$ cat config.mk
export PLATFORM = sky130hd
export DESIGN_NAME = serial_addsub
export DESIGN_NICKNAME = d
export VERILOG_FILES = /design/src/rtl/serial_addsub.sv
export SDC_FILE = /design/constraint.sdc
export NUM_CORES = 1
export LEC_CHECK = 0
export ABC_AREA = 1
export CAP_MARGIN = 30
export CORE_MARGIN = 8
export CORE_UTILIZATION = 50
export DETAILED_ROUTE_END_ITERATION = 10
export HOLD_SLACK_MARGIN = 0.15
export PLACE_DENSITY = 0.78
export SYNTH_ARGS = -nofsm -noshare
export SYNTH_HDL_FRONTEND = slang
export SYNTH_SLANG_ARGS = --single-unit
export TNS_END_PERCENT = 10
$ cat constraint.sdc
create_clock -name clk -period 1.7 [get_ports clk]
set_input_delay 0.34 -clock clk [delete_from_list [all_inputs] [get_ports clk]]
set_output_delay 0.34 -clock clk [all_outputs]
set_load 0.03 [all_outputs]
$ cat src/rtl/serial_addsub.sv
// Digit-serial two's-complement adder/subtractor.
// Consumes DIGIT bits per cycle LSB-first; sum digits enter out at the MSB end.
module serial_addsub #(
    parameter int WIDTH = 8,
    parameter int DIGIT = 1
) (
    input  logic             clk,
    input  logic             rst,
    input  logic             en,
    input  logic             mode,
    input  logic             cin,
    input  logic [WIDTH-1:0] a,
    input  logic [WIDTH-1:0] b,
    output logic [WIDTH-1:0] out,
    output logic             cout,
    output logic             ovf,
    output logic             busy,
    output logic             done
);

    localparam int NDIG = WIDTH / DIGIT;
    localparam int CW   = (NDIG > 1) ? $clog2(NDIG) : 1;
    localparam logic [CW-1:0] LAST = CW'(NDIG - 1);

    typedef enum logic [1:0] {
        IDLE,
        CALC,
        DONE
    } state_t;

    state_t           state;
    state_t           state_nx;
    logic [WIDTH-1:0] a_sh;
    logic [WIDTH-1:0] b_sh;
    logic             carry;
    logic [CW-1:0]    cnt;

    logic [DIGIT:0]   chain;
    logic [DIGIT-1:0] sum;
    logic [WIDTH-1:0] out_nx;
    logic             last;

    // Ripple chain over the current low digit of both operands.
    always_comb begin
        chain    = '0;
        sum      = '0;
        chain[0] = carry;
        for (int i = 0; i < DIGIT; i++) begin
            sum[i]       = a_sh[i] ^ b_sh[i] ^ chain[i];
            chain[i + 1] = (a_sh[i] & b_sh[i]) |
                           (chain[i] & (a_sh[i] ^ b_sh[i]));
        end
    end

    assign out_nx = (out >> DIGIT) | (WIDTH'(sum) << (WIDTH - DIGIT));
    assign last   = (cnt == LAST);

    always_comb begin
        state_nx = state;
        unique case (state)
            IDLE:    if (en) state_nx = CALC;
            CALC:    if (last) state_nx = DONE;
            DONE:    if (!en) state_nx = IDLE;
            default: state_nx = IDLE;
        endcase
    end

    assign busy = (state == CALC);
    assign done = (state == DONE);

    always_ff @(posedge clk or negedge rst) begin
        if (!rst) begin
            state <= IDLE;
            a_sh  <= '0;
            b_sh  <= '0;
            carry <= 1'b0;
            cnt   <= '0;
            out   <= '0;
            cout  <= 1'b0;
            ovf   <= 1'b0;
        end else begin
            state <= state_nx;
            unique case (state)
                IDLE: begin
                    if (en) begin
                        // Subtract is a + ~b + 1, with borrow-in removing the +1.
                        a_sh  <= a;
                        b_sh  <= mode ? ~b : b;
                        carry <= mode ^ cin;
                        cnt   <= '0;
                        out   <= '0;
                        cout  <= 1'b0;
                        ovf   <= 1'b0;
                    end
                end
                CALC: begin
                    out   <= out_nx;
                    a_sh  <= a_sh >> DIGIT;
                    b_sh  <= b_sh >> DIGIT;
                    carry <= chain[DIGIT];
                    cnt   <= cnt + CW'(1);
                    if (last) begin
                        cout <= chain[DIGIT];
                        ovf  <= chain[DIGIT] ^ chain[DIGIT-1];
                    end
                end
                default: ;
            endcase
        end
    end

endmodule
### Word-level counts from Yosys, hierarchy flattened

Cells that the tools add are included.

* add/subtract/negate cells: 1
* reductions and logical operators: 5
* bitwise operators: 9
* eq/ne operators: 6
* mux-type cells: 20

Operators with widths (count)
* one-hot mux 8 bit (2 select lines): 3
* two-way mux 8 bit: 4
* inverter 8 bit: 1
* bitwise OR 7 x 8 -> 8 bit: 1
* two-way mux 2 bit: 3
* one-hot mux 1 bit (2 select lines): 3
* one-hot mux 2 bit (3 select lines): 1
* one-hot mux 3 bit (2 select lines): 1
* AND reduction 3 bit: 2
* two-way mux 1 bit: 4
* inequality test 2 bit (second input constant): 2
* XOR 1 bit: 4
* adder 3 x 1 -> 3 bit (second input constant): 1
* equality test 3 bit (second input constant): 1
* two-way mux 3 bit: 1
* AND 1 bit: 2
* equality test 2 x 1 -> 1 bit (second input constant): 1
* equality test 2 bit (second input constant): 1
* zero test 2 bit: 1
* inequality test 2 x 1 -> 1 bit (second input constant): 1
* AND reduction 2 bit: 1
* nonzero test 2 bit: 1
* bitwise OR 1 bit: 1

* register bits: 32
* input port bits: 21
* logic and storage cells: 49

### Longest topological paths before layout

* depth in word-level cells: 6
* depth in mapped cells: 7
* mapped depth without buffers: 7

### Worst setup path after synthesis

Ideal clock, no wire load.

* path type: reg2reg
* start: register a_sh[0]
* end: register ovf
* slack: 0.480 ns
* setup time: 0.118 ns
* period minus slack after synthesis: 1.220 ns
* path buffers: 0
* required time: 1.582 ns
* arrival: 1.102 ns
* stages on the path, launching flop included: 5
* cells stage by stage: dfrtp_1 fa_1 xor2_1 nand2_1 nand2_1

* cells in the longest elaborated chain, start to end: 6
* elaborated cells between the ends (all ways): 7
* those cells by class: 2 x mux; 5 x bitwise

RTL lines
* start: declaration: RTL line 33 `logic [WIDTH-1:0] a_sh;`
* start signal: assignment: RTL line 98 `a_sh <= a_sh >> DIGIT;`
* XOR 1 bit: RTL line 51 `(chain[i] & (a_sh[i] ^ b_sh[i]));`
* AND 1 bit: RTL line 51
* bitwise OR 1 bit (*): RTL line 50 `chain[i + 1] = (a_sh[i] & b_sh[i]) |`
* XOR 1 bit (*): RTL line 104 `ovf <= chain[DIGIT] ^ chain[DIGIT-1];`
* two-way mux 1 bit (*): RTL line 102 `if (last) begin`
* one-hot mux 1 bit (2 select lines) (*): RTL line 83 `unique case (state)`
* end signal: assignment: RTL line 104
* end: declaration: RTL line 16 `output logic ovf,`

Mark *: on every way between the ends. The rest lies on a longest branch, timed or not. The select of a mux whose other input is x is not followed.
A chain may end at the register's enable or synchronous reset.

### Worst setup path after layout

* start: register state[0]
* end: output busy

* cells in the longest elaborated chain, start to end: 1

RTL lines
* start: declaration: RTL line 31 `state_t state;`
* start signal: assignment: RTL line 82 `state <= state_nx;`
* equality test 2 x 1 -> 1 bit: RTL line 68 `assign busy = (state == CALC);`
* end: declaration: RTL line 17 `output logic busy,`

Every way passes these cells.

==> metrics.sh <==
OUTCOME='finished, final reports clean'
IOPINCOUNT=33
DPL.HPWL_UM=2510
HOLD_VIOL_FINAL=0
REQUIRED_TIME_REPORTED_FOR_THE_CRITICAL_PATH_ENDPOINT_PS=1360
PIN_COUNT_OF_THE_BIGGEST_NET_ENTERING_GLOBAL_ROUTING=33
MAIN_COMBINATIONAL_CELL_FAMILY_BY_AREA_AFTER_SYNTHESIS='simple AND/OR/NAND/NOR gates'
DIE_X_UM=71.8
GRT_PASS1_VIAS=1407
WIRE_LENGTH_OF_THE_FIRST_GLOBAL_ROUTING_PASS_UM=5950
RELATIVE_SLEW_MARGINS=0.724
SYNTH.MOST_COMMON_CELL='sky130_fd_sc_hd__nand2_1'
POST-PLACE-WS_PS=120
FRACTION_OF_LAYOUT_INSTANCES_USING_A_DRIVE_STRENGTH_ABOVE_1=0.0961
TIMING.CRITICAL_PATH.FROM='state[0]'
RSZ_0062_RAISED_AFTER_GLOBAL_ROUTING='no'
INITIAL_UTILIZATION=0.519
KIND_OF_CAPTURE_POINT_OF_THE_WORST_SETUP_PATH='output port'
YOSYS_WARNINGS=0
CTS_INSERTED_BUFFERS=5
DRT.ANTENNA.VIOLATING_NETS=0
CORE_REGION_AREA_SQ_UM=3000
WL_PER_CELL_UM=13.2
FIRST_ITER_VIOLATIONS=69
PATH_DEPTH=4
CLOCK_INSERTION_DELAY_AT_THE_LATER_PIN_OF_THE_SKEW_REPORT_PS=330
WORST-R2R-SETUP-SLACK_PS=310
FINALCRITPERIODSHARE=0.950
GRT.TOTAL_USAGE=0.143
TIMING.CRITICAL_PATH.CELLS='buf_4, nand2_4, inv_1, buf_4'
TOTAL_POWER_mW=3.06
FINAL_WIRELENGTH_UM=3450
COUNT_OF_BUFFERS_ADDED_BY_POST_CTS_TIMING_REPAIR_FOR_SETUP=0
CTSLONGESTPATHBUFFERS=2
N_ANTENNA_CELL=0
CHIPHEIGHT_UM=71.8
FINAL_PERIOD_MINUS_WORST_SETUP_SLACK_PS=1620
FINISH.UTILIZATION=0.655
DR.PASS1.ITERS=4
CP_MAX_FO=14
VDD.IR_DROP.WORST_mV=0.612
CLK_PIN_SLEW_PS=100
YS_TOP_CELLS_BY_AREA='sky130_fd_sc_hd__dfrtp_1 51%, sky130_fd_sc_hd__nand2_1 15%, sky130_fd_sc_hd__nand3_1 14%'
SYNTH_LARGEST_TYPE_AREA_FRACTION=0.514
OVERFLOW=0
POSTSYNTHCELLCOUNT=191
SYNTH_NETS=215
HTREE_NUM_LEVELS=2
AREAGROWTHSYNTHTOFINISH_PCT=26.1
SYNTH_ADDER_AREA_SHARE=0.0289
POWERDENSITY_nW_PER_UM2=1560
FINAL-SETUP-VIOL-COUNT=0
SYNTHESIZED_FLOP_AND_LATCH_TOTAL=32
SYNTH_ENABLE_FLOP_CELLS=0
NNETSFINAL=253
SYNTH_TOP_FLOP_CELL='sky130_fd_sc_hd__dfrtp_1'
P_LEAK_nW=1.05
FINAL.SETUP_SKEW_PS=6.37
CRITPATHBUFINV=3
WORST_SETUP_PATH_START_KIND='flop'
PLACED_CELLS_INCL_TAPS=255
CRIT_PATH_TOP_DELAY_CELL='sky130_fd_sc_hd__dfrtp_1'
TOTAL_DRC_ERRORS_IN_THE_ROUTED_LAYOUT=0
WORSTMARGINPINSLEW_PS=413
ANTENNA_VIOLATIONS_BEFORE_REPAIR=0
CP_COMMON_CELL='sky130_fd_sc_hd__buf_4'
MAPPEDNETLISTAREA_SQ_UM=1560
SETUP_TNS_PS=0
DESIGN.DIE.AREA_SQ_UM=5160
CTS_TREE='yes'
PLACE_CONGESTION=0.800
POST_SYNTH_XOR_AREA_FRACTION=0.0112
BUFFER_PORTS.INSERTED=32
SYNTHSIMPLEGATEAREAFRAC=0.318
POST_SYNTHESIS_ASYNC_SET_OR_RESET_FLOP_SHARE=1.00
CPLARGESTDELAYFAMILY='buffers and inverters'
POST_SYNTH.CELL_AREA_AVG_SQ_UM=8.16
SYNTH.CELLS.MOST_FREQUENT='64 x sky130_fd_sc_hd__nand2_1, 43 x sky130_fd_sc_hd__nand3_1, 32 x sky130_fd_sc_hd__dfrtp_1'
CRIT-REG2REG-LAUNCH='state[0]'
CLK_ROOT_BUFFER_CELL='sky130_fd_sc_hd__clkbuf_4'
POST-SYNTH-TOP-AREA-CELL='sky130_fd_sc_hd__dfrtp_1'
POSTLAYOUTSETUPSLACKWORST_PS=84.8
SYNTH_MUX_AREA_FRAC=0
TIMING.HOLD.WORST.CLASS='in2async'
FMAX_MHz=619
FIN_MAX_SLEW_VIOS=0
YOSYSSEQAREASHARE=0.514
VIAS=1397
ARRIVAL_PS=1280
TIMING.REG2REG.WORST_PATH_DEPTH=7
CORE.ROWCOUNT=20
SYNTH_COMPOUND_AREA_FRAC=0.0409
BIGGEST_CELL_DELAY_ALONG_THE_CRITICAL_PATH_PS=400
SETUP.WORST_PATH.END='busy'
ROUTED_VIA_DENSITY=5.33
MAX_CAPACITANCE_VIOLATION_COUNT=0
REG_TO_REG_ENDPOINT='cout'
SYNTH_CELL_TYPE_COUNT=16
POST_CTS_HOLD_BUFFER_COUNT=0
FINAL-INSTANCE-COUNT-EXCL-FILL=262
CRITICAL_PATH_CLASS='reg2out'
NUMCLOCKSINKS=32
sequential cells by signal (all words and copies together) (netlist names):
register,flops
ovf,1
state,2
carry,1
b_sh,8
cout,1
cnt,3
out,8
a_sh,8
worst min path at each step:
stage | from | to | slack (ps) | cells past startpoint
after global placement | ovf | ovf | 470 | 2
final | rst | b_sh[0] | 400 | 2
after CTS | rst | b_sh[0] | 410 | 2
after detailed placement | cout | cout | 480 | 2
after global routing | rst | out[0] | 420 | 2
after floorplan | rst | a_sh[0] | 40 | 0
through the flow:
step	cell area (sq um)	hold WS, ps
final	1970	398
after global routing	1970	423
after CTS	1970	409
after detailed placement	1910	476
after global placement	1910	466
after floorplan	1560	44.4
routing by layer:
layer  global-route usage  part of all wire
met3               0.0502             0.068
met2                0.245              0.51
met4               0.0567             0.012
met1                0.156              0.41
met5                    0                 0
worst reg2reg max path: stages (launching register included):
cell                      delay (ps)
sky130_fd_sc_hd__dfrtp_1         400
sky130_fd_sc_hd__buf_4           160
sky130_fd_sc_hd__nand2_4         140
sky130_fd_sc_hd__buf_4           250
sky130_fd_sc_hd__nand2_2         160
sky130_fd_sc_hd__nand2_1         120
sky130_fd_sc_hd__nand2_1          50
sky130_fd_sc_hd__nand2_1          50
final cells by class:
| cell class | count | area, sq um |
|---|---|---|
| fillers | 259 | 1040 |
| flip-flops and latches | 32 | 801 |
| multi-input cells | 131 | 627 |
| repair buffers | 40 | 360 |
| inverters | 19 | 71.3 |
| clock buffers | 7 | 65.1 |
| well taps | 33 | 41.3 |
kinds of logic after synthesis:
group,Yosys count
buffers and inverters,28
and+or+nand+nor,115
DFF,32
AOI/OAI and AO/OA,11
adders and majority gates,3
xor gates and xnor gates,2
placed cells by master, fill, tap and decap left out:
master / synthesis / final
sky130_fd_sc_hd__nand2_4: 0 / 1
sky130_fd_sc_hd__inv_2: 0 / 1
sky130_fd_sc_hd__clkbuf_4: 0 / 5
sky130_fd_sc_hd__nor2_1: 4 / 4
sky130_fd_sc_hd__clkdlybuf4s50_1: 0 / 20
sky130_fd_sc_hd__ha_1: 2 / 2
sky130_fd_sc_hd__inv_1: 19 / 18
sky130_fd_sc_hd__dlygate4sd2_1: 0 / 10
sky130_fd_sc_hd__nand3_1: 43 / 43
sky130_fd_sc_hd__a21oi_1: 1 / 1
sky130_fd_sc_hd__nor2_2: 1 / 1
sky130_fd_sc_hd__buf_4: 3 / 9
sky130_fd_sc_hd__clkbuf_8: 0 / 2
sky130_fd_sc_hd__nand2_2: 3 / 2
sky130_fd_sc_hd__fa_1: 1 / 1
sky130_fd_sc_hd__clkbuf_2: 0 / 1
sky130_fd_sc_hd__dfrtp_1: 32 / 32
sky130_fd_sc_hd__o22ai_1: 7 / 7
sky130_fd_sc_hd__o21ai_0: 3 / 3
sky130_fd_sc_hd__xor2_1: 2 / 2
sky130_fd_sc_hd__nand2_1: 64 / 64
where the power goes:
part           internal [mW]  switching [mW]
logic                  0.491           0.868
clock network          0.234           0.249
registers               1.05           0.165
repair_timing:
action                     in CTS  in global routing
gates resized for setup        12                  3
setup endpoints to repair      12                  2
pin swaps                       0                  0
Note: power is estimated with default switching activity, not from simulation.
